### src/rtl/dtu_pkg.sv
// DTU shared definitions: divisor table, message ROM, FSM state types, frame size.
// DTU_PARITY_EN adds an even parity bit to every frame.
package dtu_pkg;

   localparam int         CHAR_W      = 7;
   localparam int         CNT_W       = 5;
   localparam logic [1:0] DIV_SEL_RST = 2'd1;

`ifdef DTU_PARITY_EN
   localparam int FRAME_BITS = 10;
`else
   localparam int FRAME_BITS = 9;
`endif

   typedef enum logic [2:0] {
      TX_IDLE,
      TX_START,
      TX_DATA,
      TX_PARITY,
      TX_STOP
   } tx_state_e;

   // RX_WAIT is the gap between the two frames of one message.
   typedef enum logic [2:0] {
      RX_IDLE,
      RX_START,
      RX_DATA,
      RX_PARITY,
      RX_STOP,
      RX_WAIT
   } rx_state_e;

   function automatic logic [CNT_W:0] bit_period(input logic [1:0] sel);
      logic [CNT_W:0] n;
      case (sel)
         2'd0:    n = 6'd4;
         2'd1:    n = 6'd8;
         2'd2:    n = 6'd16;
         default: n = 6'd32;
      endcase
      return n;
   endfunction

   function automatic logic [CHAR_W-1:0] msg_char(input logic [1:0] sel, input logic idx);
      logic [CHAR_W-1:0] c;
      case ({sel, idx})
         3'b000:  c = 7'h4F;
         3'b001:  c = 7'h4B;
         3'b010:  c = 7'h48;
         3'b011:  c = 7'h49;
         3'b100:  c = 7'h41;
         3'b101:  c = 7'h42;
         default: c = 7'h5A;
      endcase
      return c;
   endfunction

endpackage

### src/rtl/dtu_baud_gen.sv
// Bit-period timing for the DTU: TX bit tick plus RX half-period and full-period ticks.
module dtu_baud_gen
   import dtu_pkg::*;
(
   input  logic       clk,
   input  logic       rst,
   input  logic [1:0] div_sel,
   input  logic       tx_run,
   input  logic       rx_run,
   input  logic       rx_restart,
   output logic       tx_tick,
   output logic       rx_half_tick,
   output logic       rx_full_tick
);

   logic [CNT_W-1:0] tx_cnt_q, tx_cnt_d;
   logic [CNT_W-1:0] rx_cnt_q, rx_cnt_d;
   logic [CNT_W-1:0] last_cnt;
   logic [CNT_W-1:0] half_cnt;

   // Counters sit at zero while their side is idle, so a bit always starts a full period.
   always_comb begin
      last_cnt     = CNT_W'(bit_period(div_sel) - 6'd1);
      half_cnt     = CNT_W'((bit_period(div_sel) >> 1) - 6'd1);
      tx_tick      = tx_run && (tx_cnt_q == last_cnt);
      rx_half_tick = rx_run && (rx_cnt_q == half_cnt);
      rx_full_tick = rx_run && (rx_cnt_q == last_cnt);
      tx_cnt_d     = (!tx_run || tx_tick) ? '0 : tx_cnt_q + CNT_W'(1);
      rx_cnt_d     = (!rx_run || rx_restart || rx_full_tick) ? '0 : rx_cnt_q + CNT_W'(1);
   end

   always_ff @(posedge clk) begin
      if (rst) begin
         tx_cnt_q <= '0;
         rx_cnt_q <= '0;
      end else begin
         tx_cnt_q <= tx_cnt_d;
         rx_cnt_q <= rx_cnt_d;
      end
   end

endmodule

### src/rtl/dtu.sv
// DTU top: sends a fixed two-character message on an internal serial line looped back to a receiver.
// Define DTU_PARITY_EN to add and check an even parity bit in every frame.
module dtu
   import dtu_pkg::*;
(
   input  logic              clk,
   input  logic              rst,
   input  logic              en,
   input  logic              clk_div_ld,
   input  logic [1:0]        clk_div_sel,
   input  logic              tx_start,
   input  logic [1:0]        tx_character_sel,
   input  logic              rx_ack,
   output logic [CHAR_W-1:0] rx_character1,
   output logic [CHAR_W-1:0] rx_character2,
   output logic              tx_busy,
   output logic              rx_busy,
   output logic              rx_ready,
   output logic              rx_error,
   output tx_state_e         dbg_tx_state,
   output rx_state_e         dbg_rx_state
);

   logic [1:0]        div_sel_q, div_sel_d;
   logic              start_hist_q, start_hist_d;
   tx_state_e         tx_state_q, tx_state_d;
   logic [1:0]        tx_sel_q, tx_sel_d;
   logic              tx_frame_q, tx_frame_d;
   logic [2:0]        tx_bit_q, tx_bit_d;
   rx_state_e         rx_state_q, rx_state_d;
   logic              rx_frame_q, rx_frame_d;
   logic [2:0]        rx_bit_q, rx_bit_d;
   logic [CHAR_W-1:0] rx_shift_q, rx_shift_d;
   logic [CHAR_W-1:0] rx_first_q, rx_first_d;
   logic              rx_err_acc_q, rx_err_acc_d;
   logic [CHAR_W-1:0] rx_char1_q, rx_char1_d;
   logic [CHAR_W-1:0] rx_char2_q, rx_char2_d;
   logic              rx_ready_q, rx_ready_d;
   logic              rx_error_q, rx_error_d;

   logic              tx_accept;
   logic [CHAR_W-1:0] tx_char;
   logic              tx_line;
   logic              rx_line;
   logic              tx_tick, rx_half_tick, rx_full_tick;
   logic              rx_run, rx_restart;

   assign tx_busy       = (tx_state_q != TX_IDLE);
   assign rx_busy       = (rx_state_q != RX_IDLE);
   assign rx_ready      = rx_ready_q;
   assign rx_error      = rx_error_q;
   assign rx_character1 = rx_char1_q;
   assign rx_character2 = rx_char2_q;
   assign dbg_tx_state  = tx_state_q;
   assign dbg_rx_state  = rx_state_q;
   assign rx_line       = tx_line;
   assign rx_run        = (rx_state_q != RX_IDLE) && (rx_state_q != RX_WAIT);

   dtu_baud_gen u_baud (
      .clk          (clk),
      .rst          (rst),
      .div_sel      (div_sel_q),
      .tx_run       (tx_busy),
      .rx_run       (rx_run),
      .rx_restart   (rx_restart),
      .tx_tick      (tx_tick),
      .rx_half_tick (rx_half_tick),
      .rx_full_tick (rx_full_tick)
   );

   always_comb begin
      tx_char = msg_char(tx_sel_q, tx_frame_q);
      tx_line = 1'b1;
      case (tx_state_q)
         TX_START:  tx_line = 1'b0;
         TX_DATA:   tx_line = tx_char[tx_bit_q];
         TX_PARITY: tx_line = ^tx_char;
         default:   tx_line = 1'b1;
      endcase
   end

   always_comb begin
      div_sel_d    = (clk_div_ld && !tx_busy && !rx_busy) ? clk_div_sel : div_sel_q;
      start_hist_d = tx_start;
      tx_accept    = tx_start && !start_hist_q && en && (tx_state_q == TX_IDLE);
      tx_state_d   = tx_state_q;
      tx_sel_d     = tx_sel_q;
      tx_frame_d   = tx_frame_q;
      tx_bit_d     = tx_bit_q;
      if (!en) begin
         tx_state_d = TX_IDLE;
      end else begin
         case (tx_state_q)
            TX_IDLE: if (tx_accept) begin
               tx_state_d = TX_START;
               tx_sel_d   = tx_character_sel;
               tx_frame_d = 1'b0;
               tx_bit_d   = 3'd0;
            end
            TX_START: if (tx_tick) begin
               tx_state_d = TX_DATA;
               tx_bit_d   = 3'd0;
            end
            TX_DATA: if (tx_tick) begin
               if (tx_bit_q == 3'd6) begin
                  tx_bit_d = 3'd0;
`ifdef DTU_PARITY_EN
                  tx_state_d = TX_PARITY;
`else
                  tx_state_d = TX_STOP;
`endif
               end else begin
                  tx_bit_d = tx_bit_q + 3'd1;
               end
            end
            TX_PARITY: if (tx_tick) tx_state_d = TX_STOP;
            TX_STOP: if (tx_tick) begin
               if (tx_frame_q) begin
                  tx_state_d = TX_IDLE;
               end else begin
                  tx_state_d = TX_START;
                  tx_frame_d = 1'b1;
               end
            end
            default: tx_state_d = TX_IDLE;
         endcase
      end
   end

   // rx_ready behaves as a sticky valid: it rises with a completed message and drops
   // only on rx_ack; a completion in the same cycle as rx_ack wins.
   always_comb begin
      rx_state_d   = rx_state_q;
      rx_frame_d   = rx_frame_q;
      rx_bit_d     = rx_bit_q;
      rx_shift_d   = rx_shift_q;
      rx_first_d   = rx_first_q;
      rx_err_acc_d = rx_err_acc_q;
      rx_char1_d   = rx_char1_q;
      rx_char2_d   = rx_char2_q;
      rx_ready_d   = rx_ready_q;
      rx_error_d   = rx_error_q;
      rx_restart   = 1'b0;
      if (rx_ack) begin
         rx_ready_d = 1'b0;
         rx_error_d = 1'b0;
      end
      if (!en) begin
         rx_state_d = RX_IDLE;
      end else begin
         case (rx_state_q)
            RX_IDLE: if (!rx_line) begin
               rx_state_d   = RX_START;
               rx_frame_d   = 1'b0;
               rx_err_acc_d = 1'b0;
            end
            RX_WAIT: if (!rx_line) rx_state_d = RX_START;
            RX_START: if (rx_half_tick) begin
               if (rx_line) begin
                  rx_state_d = RX_IDLE;
               end else begin
                  rx_state_d = RX_DATA;
                  rx_restart = 1'b1;
                  rx_bit_d   = 3'd0;
               end
            end
            RX_DATA: if (rx_full_tick) begin
               rx_shift_d = {rx_line, rx_shift_q[CHAR_W-1:1]};
               if (rx_bit_q == 3'd6) begin
                  rx_bit_d = 3'd0;
`ifdef DTU_PARITY_EN
                  rx_state_d = RX_PARITY;
`else
                  rx_state_d = RX_STOP;
`endif
               end else begin
                  rx_bit_d = rx_bit_q + 3'd1;
               end
            end
            RX_PARITY: if (rx_full_tick) begin
               rx_err_acc_d = rx_err_acc_q | (rx_line != ^rx_shift_q);
               rx_state_d   = RX_STOP;
            end
            RX_STOP: if (rx_full_tick) begin
               if (!rx_frame_q) begin
                  rx_first_d   = rx_shift_q;
                  rx_frame_d   = 1'b1;
                  rx_err_acc_d = rx_err_acc_q | !rx_line;
                  rx_state_d   = RX_WAIT;
               end else begin
                  rx_state_d = RX_IDLE;
                  rx_char1_d = rx_first_q;
                  rx_char2_d = rx_shift_q;
                  rx_ready_d = 1'b1;
                  rx_error_d = rx_error_d | rx_err_acc_q | !rx_line;
               end
            end
            default: rx_state_d = RX_IDLE;
         endcase
      end
   end

   always_ff @(posedge clk) begin
      if (rst) begin
         div_sel_q    <= DIV_SEL_RST;
         start_hist_q <= 1'b1;
         tx_state_q   <= TX_IDLE;
         tx_sel_q     <= 2'd0;
         tx_frame_q   <= 1'b0;
         tx_bit_q     <= 3'd0;
         rx_state_q   <= RX_IDLE;
         rx_frame_q   <= 1'b0;
         rx_bit_q     <= 3'd0;
         rx_shift_q   <= '0;
         rx_first_q   <= '0;
         rx_err_acc_q <= 1'b0;
         rx_char1_q   <= '0;
         rx_char2_q   <= '0;
         rx_ready_q   <= 1'b0;
         rx_error_q   <= 1'b0;
      end else begin
         div_sel_q    <= div_sel_d;
         start_hist_q <= start_hist_d;
         tx_state_q   <= tx_state_d;
         tx_sel_q     <= tx_sel_d;
         tx_frame_q   <= tx_frame_d;
         tx_bit_q     <= tx_bit_d;
         rx_state_q   <= rx_state_d;
         rx_frame_q   <= rx_frame_d;
         rx_bit_q     <= rx_bit_d;
         rx_shift_q   <= rx_shift_d;
         rx_first_q   <= rx_first_d;
         rx_err_acc_q <= rx_err_acc_d;
         rx_char1_q   <= rx_char1_d;
         rx_char2_q   <= rx_char2_d;
         rx_ready_q   <= rx_ready_d;
         rx_error_q   <= rx_error_d;
      end
   end

endmodule

### config.mk
export PLATFORM = sky130hd
export DESIGN_NAME = dtu
export DESIGN_NICKNAME = d
export VERILOG_FILES = /design/src/rtl/dtu_pkg.sv /design/src/rtl/dtu_baud_gen.sv /design/src/rtl/dtu.sv
export SDC_FILE = /design/constraint.sdc
export NUM_CORES = 1
export LEC_CHECK = 0
export CORE_MARGIN = 2
export CORE_UTILIZATION = 30
export DETAILED_ROUTE_END_ITERATION = 6
export DONT_BUFFER_PORTS = 1
export PLACE_DENSITY = 0.48
export SLEW_MARGIN = 20
export SYNTH_ARGS = -nofsm -noshare
export SYNTH_HDL_FRONTEND = slang
export SYNTH_HIERARCHICAL = 1
export SYNTH_SLANG_ARGS = --single-unit
export TNS_END_PERCENT = 5
### constraint.sdc
create_clock -name clk -period 4.45 [get_ports clk]
set_input_delay 0.6675 -clock clk [delete_from_list [all_inputs] [get_ports clk]]
set_output_delay 0.6675 -clock clk [all_outputs]
set_load 0.005 [all_outputs]
Word-level counts from Yosys, hierarchy flattened
Index checks and enable logic that the tools add are counted.
{ "totals": {"word_cells": 170, "ff_bits": 60, "output_inout_bits": 24} }
{ "op_classes": {"n_bitwise": 6, "n_addsub": 6, "muxes": 56, "n_eq_ne": 38, "n_reduce_logical": 45, "order_cmp": 1} }
{ "ops": {"columns": ["op", "count"], "rows": [
  ["two-way mux 3 bit", 21],
  ["!= test 2 bit (second input constant)", 15],
  ["one-hot mux 3 bit (5 select lines)", 2],
  ["one-hot mux 5 bit (6 select lines)", 1],
  ["two-way mux 1 bit", 23],
  ["== test 3 bit (second input constant)", 7],
  ["== test 3 x 2 -> 1 bit (second input constant)", 6],
  ["one-hot mux 6 bit (3 select lines)", 1],
  ["AND reduction 6 bit", 3],
  ["AND reduction 4 bit", 4],
  ["== test 5 bit", 3],
  ["XOR reduction 7 bit", 2],
  ["nonzero test 3 bit", 4],
  ["adder 5 x 1 -> 5 bit (second input constant)", 2],
  ["AND reduction 5 bit", 2],
  ["subtractor 5 x 1 -> 5 bit (second input constant)", 2],
  ["== test 3 x 1 -> 1 bit (second input constant)", 3],
  ["logical AND 1 bit", 9],
  ["zero test 3 bit", 3],
  ["one-hot mux 3 bit (3 select lines)", 1],
  ["OR reduction 2 bit", 4],
  ["adder 3 x 1 -> 3 bit (second input constant)", 2],
  ["one-hot mux 1 bit (3 select lines)", 2],
  ["one-hot mux 3 bit (2 select lines)", 1],
  ["other kinds (15)", 29]
]} }

Longest topological paths before layout
Gate-level depths: netlist of run 1.
{ "depth": {"depth_word": 12, "mapped_depth": 12, "mapped_depth_nobuf": 11} }

Hierarchy
Netlist of run 1, hierarchy kept.
{ "by_module_without_submodules": {"columns": ["module", "area_each_um2", "instances", "seq_area_each_um2", "cells_each"], "rows": [
  ["dtu", 2333.5, 1, 1001.0, 273],
  ["dtu_baud_gen", 629.4, 1, 200.2, 66]
]} }

Worst setup path after synthesis of run 1
OpenSTA, ideal clock, no wires.
{ "synth_path": {"path_type": "flip-flop to flip-flop", "from": "register rx_state_q[2], in the netlist dbg_rx_state[2]", "to": "register rx_shift_q[0]", "synth_period_minus_slack_ns": 2.846, "arrival_time_ns": 2.718, "path_slack_ns": 1.604, "path_stages_with_launch": 11, "path_buffers": 1, "path_cell_list": "dfxtp_1 buf_1 xnor2_1 nand2_1 nand2_1 a311oi_4 and2_1 nand2_1 nor3_1 mux2i_1 nor2_1"} }
{ "synth_via": {"elab_chain_len": 4, "word_cells_on_any_way": 6, "classes_between": "eq/ne: 2; reduce/logical: 4"} }
{ "synth_rtl": {"columns": ["item", "line", "text"], "rows": [
  ["start, declared", "dtu.sv:30", "rx_state_e rx_state_q, rx_state_d;"],
  ["start signal, assigned", "dtu.sv:228", "rx_state_q <= rx_state_d;"],
  ["!= test 3 bit or nonzero test 3 bit (tied branches)", "dtu.sv:57", "assign rx_run = (rx_state_q != RX_IDLE) && (rx_state_q != RX_WAIT);"],
  ["logical AND 1 bit *", "dtu.sv:57", null],
  ["named net rx_run", "dtu.sv:46", "logic rx_run, rx_restart;"],
  ["logical AND 1 bit *", "dtu_baud_gen.sv:27", "rx_full_tick = rx_run && (rx_cnt_q == last_cnt);"],
  ["named net rx_full_tick", "dtu.sv:45", "logic tx_tick, rx_half_tick, rx_full_tick;"],
  ["AND reduction 3 bit (no line) *", null, null],
  ["end signal, assigned", "dtu.sv:231", "rx_shift_q <= rx_shift_d;"],
  ["end, declared", "dtu.sv:33", "logic [CHAR_W-1:0] rx_shift_q, rx_shift_d;"]
]} }
Mark *: on every way through the listed nets, which the timed path passes. The rest lies on a longest branch.
A chain may end at the register's enable or synchronous reset.

Worst setup path in the final report of run 1
{ "layout_path": {"from": "register rx_state_q[2], in the netlist dbg_rx_state[2]", "to": "register rx_error_q, in the netlist rx_error"} }
{ "layout_via": {"elab_chain_len": 6, "word_cells_on_any_way": 8, "classes_between": "eq/ne: 2; mux: 3; reduce/logical: 3"} }
{ "layout_rtl": {"columns": ["item", "line", "text"], "rows": [
  ["!= test 3 bit or nonzero test 3 bit (tied branches)", "dtu.sv:57", null],
  ["logical AND 1 bit *", "dtu.sv:57", null],
  ["named net rx_run", "dtu.sv:46", null],
  ["logical AND 1 bit *", "dtu_baud_gen.sv:27", null],
  ["named net rx_full_tick", "dtu.sv:45", null],
  ["two-way mux 1 bit *", "dtu.sv:184", "RX_STOP: if (rx_full_tick) begin"],
  ["two-way mux 1 bit *", "dtu.sv:151", "case (rx_state_q)"],
  ["two-way mux 1 bit *", "dtu.sv:148", "if (!en) begin"],
  ["end signal, assigned", "dtu.sv:237", "rx_error_q <= rx_error_d;"],
  ["end, declared", "dtu.sv:39", "logic rx_error_q, rx_error_d;"]
]} }
Marked as above.

==> qor.txt, run 1 <==
WORST SETUP PATH
--------------------------------------------------------------------------------------
Nature of the critical path startpoint                                       flip-flop
Highest net fanout along the worst path                                             16
Arrival time worst endpoint                                                    3.25 ns
Critical path data required time                                               4.72 ns
Library cell contributing the largest single delay on the critical path   sky130_fd_sc_hd__dfxtp_1
Max stage delay on crit path                                                   0.65 ns
Worst path cell trace                                                     xnor2_1, nand2_1, nand2_1, a311oi_4, and2_1, nand2_1, nor2_1, nand2_1, o21bai_1, a21oi_1
CP endpoint kind                                                             flip-flop
Type of the setup path with the least slack                                    reg2reg
Most frequent CP cell                                                     sky130_fd_sc_hd__nand2_1

SYNTH
--------------------------------------------------------------------------------------
Top post-synthesis cells by area                                          sky130_fd_sc_hd__dfxtp_1, sky130_fd_sc_hd__mux2i_1, sky130_fd_sc_hd__nor2_1, sky130_fd_sc_hd__a21oi_1, sky130_fd_sc_hd__nand2_1
Cell type contributing the most total cell area after synthesis           sky130_fd_sc_hd__dfxtp_1
Post-synthesis average cell area                                            8.74 sq um
Dominant register cell in the synthesized netlist                         sky130_fd_sc_hd__dfxtp_1
Top cells by count, synth                                                 sky130_fd_sc_hd__dfxtp_1, sky130_fd_sc_hd__nor2_1, sky130_fd_sc_hd__nand2_1, sky130_fd_sc_hd__a21oi_1, sky130_fd_sc_hd__mux2i_1
Fraction of registers with async set/reset                                          0%
Post-Synthesis Net Count                                                           351
Most common cell in the netlist                                           sky130_fd_sc_hd__dfxtp_1
Warnings from Yosys                                                                  6
Synthesized cell area                                                       2960 sq um
Number of storage elements in the synthesis netlist                                 60
Number of enable-type register cells in the synthesized netlist                      0
Synth cell types                                                                    60
Portion of synthesized cell area occupied by the leading cell type               40.5%
Register area share after synthesis                                              40.5%
Cells after synthesis                                                              339

GRT
--------------------------------------------------------------------------------------
Maximum number of pins on one net before global-route repair                        48
All-Layer GR Usage                                                               13.4%
Global-route wire length before repair                                    11200 microns
Remaining global-route overflow                                                      0
Number of global-route vias before repair                                         2292
Initial antenna violation count                                                      0

ROUTING
--------------------------------------------------------------------------------------
Wirelength, routed                                                        6580 microns
Topmost layer with routed signal wires                                            met4
Post-Route M1 WL                                                          3150 microns
Via count                                                                         2332
Final routed wire length divided by cell count                            14.0 microns
Via-to-Cell Ratio                                                                 4.96
Sum of met2 wire segment lengths after detailed routing                   2940 microns
Router iterations before antenna repair                                              4
Residual antenna-violating net count after detailed routing                          0
Met3 routed wirelength                                                     408 microns
Drc violations                                                                       0
Iteration-0 DRC count of the detailed router                                        99

STA
--------------------------------------------------------------------------------------
Final critical-path setup slack                                                1.47 ns
Hold Fails Final Rpt                                                                 0
Clock tree skew after final layout                                          0.00819 ns
Relative slew slack                                                              46.4%
Setup TNS                                                                         0 ns
Number of failing setup endpoints in the final timing report                         0
Max Slew Vio Count                                                                   0
Share of the cycle needed by the critical path after routing                     66.9%
Slew at the pin closest to its max-slew limit                                 0.801 ns
Fmax achieved                                                                  336 MHz
Post-layout minimum cycle time                                                 2.98 ns
Unrepaired setup endpoints after global routing                                  false

LAYOUT
--------------------------------------------------------------------------------------
Fin cells                                                                          470
Layout-stage area growth over the synthesis result                               9.88%
Number of antenna cells inserted                                                     0
Final #Nets                                                                        344
Fraction of final layout cells with drive strength greater than 1                9.50%

FLOORPLANNING
--------------------------------------------------------------------------------------
Core Footprint                                                              9680 sq um
Die Height                                                                 103 microns
Chip width                                                                 103 microns
Die area                                                                   10700 sq um
Number of top-level pins                                                            34
Starting density of the core                                                     30.6%
Floorplan row count                                                                 36

POWER AND IR DROP
--------------------------------------------------------------------------------------
Combinational Power Share                                                         1.9%
Sequential power share                                                           48.8%
Peak supply drop                                                                177 uV
Internal power                                                                0.867 mW
Switch Pwr                                                                    0.249 mW
Leakage power summed over all cells                                            1.15 nW
Power per cell area                                                        343 nW/um^2
Clock power share                                                                49.2%
Switch share                                                                     22.3%
Final total power                                                              1.12 mW

CLOCK TREE
--------------------------------------------------------------------------------------
Register clock-pin slew on the reported worst setup and hold paths             0.07 ns
Inserted Clock Buffers                                                               9
Clock root cell                                                           sky130_fd_sc_hd__clkbuf_8
H-tree Lvls                                                                          3
Post-CTS Hold Fix Bufs                                                               0
CTS sink cnt                                                                        60
Post-CTS sizing                                                                      0
Clock network latency to the later pin of the worst-skew pair                  0.34 ns
Post-CTS setup repair buffer count                                                   0
CTS tree                                                                           yes
Maximum clock path buffer count                                                      2

HOLD PATH
--------------------------------------------------------------------------------------
Tightest Hold Check Type                                                        in2reg

PLACED DESIGN
--------------------------------------------------------------------------------------
Worst setup slack after placement                                              1.45 ns
Final HPWL DP                                                             4530 microns
Cell Count Post-Placement                                                          454
PortBufs                                                                             0
RD Place Congestion                                                              0.783

RUN STATUS
--------------------------------------------------------------------------------------
Result of the run                                                         finished, final reports clean

JOB
--------------------------------------------------------------------------------------
Number of max-cap violations                                                         0

## power by group through the flow
stage | Clock [mW] | Sequential [mW] | Combinational, mW
after detailed placement | 0 | 0.558 | 0.0217
after global placement | 0 | 0.557 | 0.0217
final | 0.550 | 0.545 | 0.0217
after floorplan | 0 | 0.553 | 0.0303
after global routing | 0.596 | 0.546 | 0.0242
after CTS | 0.571 | 0.545 | 0.0219
## area by class of cell
| class | instances | area, sq um |
|---|---|---|
| clock buffers | 9 | 124 |
| multi-input cells | 252 | 1630 |
| inverters | 8 | 30.0 |
| flip-flops and latches | 60 | 1200 |
| fillers | 1034 | 6430 |
| clock inverters | 7 | 100 |
| repair buffers | 1 | 7.51 |
| well taps | 133 | 166 |
## state kept, by name, summed over array words and instances, names as in the netlist, 2 cells and up
name	cells
u_baud/rx_cnt_q	5
rx_bit_q	3
rx_shift_q	7
tx_sel_q	2
tx_bit_q	3
dbg_tx_state	3
div_sel_q	2
rx_first_q	7
dbg_rx_state	3
rx_character2	7
u_baud/tx_cnt_q	5
rx_character1	7
## cells by family after synthesis
kind of cell    count (synthesis)  synth area share, %
flops                          60                 40.5
fa+ha+maj                       2                0.844
mux                            24                 8.11
buf+inv                        27                 4.56
simple gates                  130                 22.2
compound gates                 79                 18.5
xor+xnor                       17                 5.28
## metal layers
layer | GRT usage, % | vias to the layer above
met2 | 20.5 | 40
met1 | 17.2 | 1088
met3 | 5.65 | 7
met4 | 3.95 | 0
li1 | - | 1197
met5 | 0 | -
## path summary, 6_finish.rpt
kind | start | end | slack, ns | cells past startpoint
hold reg to reg | rx_first_q[1] | rx_first_q[1] | 0.48 | 2
setup reg to reg | dbg_rx_state[2] | rx_error | 1.47 | 10
setup / recovery | dbg_rx_state[2] | rx_error | 1.47 | 10
hold / removal | rst | div_sel_q[1] | 0.40 | 1
## metrics by stage
step                      cell area, sq um  util (%)  hold WS, ns
after floorplan                       2960         -        0.433
after global placement                3030      31.3        0.447
after detailed placement              3030      31.3        0.455
after CTS                             3260      33.6        0.369
after global routing                  3260      33.6        0.364
final                                 3260      33.6        0.401
## layout by cell type (no fill, tap or decap), types with 2 or more instances in the layout
cell	Yosys	layout
sky130_fd_sc_hd__dfxtp_1	60	60
sky130_fd_sc_hd__nor2_1	49	49
sky130_fd_sc_hd__nand2_1	26	26
sky130_fd_sc_hd__mux2i_1	24	24
sky130_fd_sc_hd__a21oi_1	24	24
sky130_fd_sc_hd__o21ai_0	18	18
sky130_fd_sc_hd__xnor2_1	10	10
sky130_fd_sc_hd__a211oi_1	9	9
sky130_fd_sc_hd__clkbuf_8	0	9
sky130_fd_sc_hd__inv_1	8	8
sky130_fd_sc_hd__nand3_1	8	8
sky130_fd_sc_hd__xor2_1	6	6
sky130_fd_sc_hd__nor3_1	5	5
sky130_fd_sc_hd__nor4_1	5	5
sky130_fd_sc_hd__nand2b_1	5	5
sky130_fd_sc_hd__nor2b_1	4	4
sky130_fd_sc_hd__nand4_1	4	4
sky130_fd_sc_hd__nand3b_1	4	4
sky130_fd_sc_hd__a31oi_1	4	4
sky130_fd_sc_hd__clkinvlp_4	0	3
sky130_fd_sc_hd__or3_1	2	2
sky130_fd_sc_hd__nor4b_1	2	2
sky130_fd_sc_hd__or3b_2	2	2
sky130_fd_sc_hd__a22oi_1	2	2
sky130_fd_sc_hd__and3_1	2	2
sky130_fd_sc_hd__o21a_1	2	2
sky130_fd_sc_hd__o22ai_1	2	2
sky130_fd_sc_hd__a311oi_1	2	2
sky130_fd_sc_hd__bufinv_16	0	2
sky130_fd_sc_hd__ha_1	2	2
## critical path, delay by kind of cell (launching register included)
kind | cells | cell delay (ns)
AO/OA/AOI/OAI | 3 | 0.81
AND/OR/NAND/NOR | 6 | 1.29
flip-flops | 1 | 0.65
XOR/XNOR | 1 | 0.16
No activity file was read; power rests on OpenSTA's default activity.
==> run 2: changes to the inputs <==
==> constraint.sdc (replaced) <==
create_clock -name clk -period 3 [get_ports clk]
set_input_delay 0.45 -clock clk [delete_from_list [all_inputs] [get_ports clk]]
set_output_delay 0.45 -clock clk [all_outputs]
set_load 0.005 [all_outputs]
==> run 2 against run 1 <==
Non-clock buffer count increased by 10. Sequential cell count unchanged. Fmax increased by 12%. Critical path depth increased by 1. Clock skew decreased by 0.0013 ns. Cell count increased by 2.1%. Count of clock-buffer cells in the layout increased by 2. Power increased by 34%. Clock power increased by 18%. Largest power group is now registers.
==> qor.txt, run 2 (same netlist as run 1, synthesis figures left out) <==
RUN STATUS
--------------------------------------------------------------------------------------
Result of the run                                                         finished, final reports clean

CLOCK TREE
--------------------------------------------------------------------------------------
Post-CTS setup repair buffer count                                                   0
Post-CTS sizing                                                                      0
H-tree Lvls                                                                          3
Inserted Clock Buffers                                                               9
Maximum clock path buffer count                                                      2
Clock root cell                                                           sky130_fd_sc_hd__clkbuf_8
Clock network latency to the later pin of the worst-skew pair                  0.34 ns
Post-CTS Hold Fix Bufs                                                               0
Register clock-pin slew on the reported worst setup and hold paths             0.07 ns
CTS sink cnt                                                                        60
CTS tree                                                                           yes

GRT
--------------------------------------------------------------------------------------
All-Layer GR Usage                                                               13.6%
Remaining global-route overflow                                                      0
Number of global-route vias before repair                                         2297
Initial antenna violation count                                                      0
Global-route wire length before repair                                    11300 microns
Maximum number of pins on one net before global-route repair                        48

ROUTING
--------------------------------------------------------------------------------------
Final routed wire length divided by cell count                            13.9 microns
Drc violations                                                                       0
Iteration-0 DRC count of the detailed router                                        83
Router iterations before antenna repair                                              4
Sum of met2 wire segment lengths after detailed routing                   3040 microns
Via count                                                                         2410
Met3 routed wirelength                                                     438 microns
Topmost layer with routed signal wires                                            met4
Post-Route M1 WL                                                          3080 microns
Via-to-Cell Ratio                                                                 5.02
Wirelength, routed                                                        6650 microns
Residual antenna-violating net count after detailed routing                          0

POWER AND IR DROP
--------------------------------------------------------------------------------------
Sequential power share                                                           54.1%
Leakage power summed over all cells                                            1.18 nW
Combinational Power Share                                                         2.3%
Internal power                                                                 1.14 mW
Power per cell area                                                        454 nW/um^2
Final total power                                                              1.49 mW
Clock power share                                                                43.6%
Peak supply drop                                                                275 uV
Switch share                                                                     23.7%
Switch Pwr                                                                    0.353 mW

STA
--------------------------------------------------------------------------------------
Share of the cycle needed by the critical path after routing                     88.6%
Setup TNS                                                                         0 ns
Number of failing setup endpoints in the final timing report                         0
Clock tree skew after final layout                                          0.00690 ns
Final critical-path setup slack                                               0.341 ns
Hold Fails Final Rpt                                                                 0
Post-layout minimum cycle time                                                 2.66 ns
Slew at the pin closest to its max-slew limit                                 0.484 ns
Max Slew Vio Count                                                                   0
Unrepaired setup endpoints after global routing                                  false
Fmax achieved                                                                  376 MHz
Relative slew slack                                                              67.4%

WORST SETUP PATH
--------------------------------------------------------------------------------------
Type of the setup path with the least slack                                    reg2reg
Worst path cell trace                                                     inv_1, nand2_1, nand2_1, a311oi_4, and2_1, inv_1, a31oi_1, nor2_1, a211oi_1, o21ai_0, a221oi_1
Arrival time worst endpoint                                                    2.90 ns
Nature of the critical path startpoint                                       flip-flop
Library cell contributing the largest single delay on the critical path   sky130_fd_sc_hd__dfxtp_1
CP endpoint kind                                                             flip-flop
Max stage delay on crit path                                                   0.45 ns
Highest net fanout along the worst path                                              7
Critical path data required time                                               3.24 ns

FLOORPLANNING
--------------------------------------------------------------------------------------
Floorplan row count                                                                 36
Die area                                                                   10700 sq um
Core Footprint                                                              9680 sq um
Starting density of the core                                                     30.6%
Chip width                                                                 103 microns
Die Height                                                                 103 microns
Number of top-level pins                                                            34

HOLD PATH
--------------------------------------------------------------------------------------
Tightest Hold Check Type                                                        in2reg

LAYOUT
--------------------------------------------------------------------------------------
Final #Nets                                                                        354
Most frequent standard cell in the layout excluding fill and tap cells    sky130_fd_sc_hd__dfxtp_1
Number of antenna cells inserted                                                     0
Footprint of the multi-input gates                                          1630 sq um
Footprint of the flip-flops and latches                                     1200 sq um
Final standard cell area without fillers                                    3280 sq um
Layout-stage area growth over the synthesis result                               10.9%
Highest-count cells in the layout ignoring fill and taps                  sky130_fd_sc_hd__dfxtp_1, sky130_fd_sc_hd__nor2_1, sky130_fd_sc_hd__nand2_1
Fraction of final layout cells with drive strength greater than 1                11.8%
Count of filler cells inserted in the layout                                      1039

JOB
--------------------------------------------------------------------------------------
Number of max-cap violations                                                         0

PLACED DESIGN
--------------------------------------------------------------------------------------
RD Place Congestion                                                              0.855
Final HPWL DP                                                             4640 microns
PortBufs                                                                             0
Worst setup slack after placement                                             0.439 ns
Area post-placement                                                         3110 sq um

run 2: cell type report:
| cell class | instances | share of cell area (%) |
|---|---|---|
| Multi-Input combinational cell | 252 | 49.5 |
| Clock buffer | 11 | 4.30 |
| Timing Repair Buffer | 11 | 2.51 |
| Clock inverter | 5 | 1.10 |
| Inverter | 8 | 0.914 |
| Tap cell | 133 | 5.07 |
| Sequential cell | 60 | 36.6 |
run 2: critical path, delay by kind of cell, from the launching register on:
kind | cells | cell delay, ns
AO/OA/AOI/OAI | 5 | 1.22
buffers and inverters | 2 | 0.26
AND/OR/NAND/NOR | 4 | 0.63
flip-flops | 1 | 0.45
run 2: power groups by stage:
stage	sequential (mW)	clock (mW)	combinational (mW)
4_1_cts	0.807	0.682	0.0340
5_1_grt	0.808	0.718	0.0382
3_5_place_dp	0.826	0	0.0337
3_3_place_gp	0.825	0	0.0332
6_report	0.808	0.651	0.0341
2_1_floorplan	0.821	0	0.0450
run 2: through the flow:
stage	instances	hold WS, ns	utilization (%)
2_1_floorplan	339	0.433	-
3_3_place_gp	464	0.447	32.1
3_5_place_dp	464	0.460	32.1
4_1_cts	480	0.155	33.9
5_1_grt	480	0.162	33.9
6_report	480	0.181	33.9
run 2: per-layer routing:
layer  vias to the layer above  global-route usage (%)
met2                        47                    21.0
met3                         8                    5.17
met5                         -                       0
met4                         0                    4.86
met1                      1147                    17.3
li1                       1208                       -
run 2: final timing paths:
check | start | end | slack [ns] | depth (start not counted)
max | dbg_rx_state[1] | dbg_rx_state[0] | 0.34 | 11
min | rst | div_sel_q[1] | 0.18 | 1
max reg2reg | dbg_rx_state[1] | dbg_rx_state[0] | 0.34 | 11
min reg2reg | u_baud/tx_cnt_q[0] | u_baud/tx_cnt_q[0] | 0.47 | 1
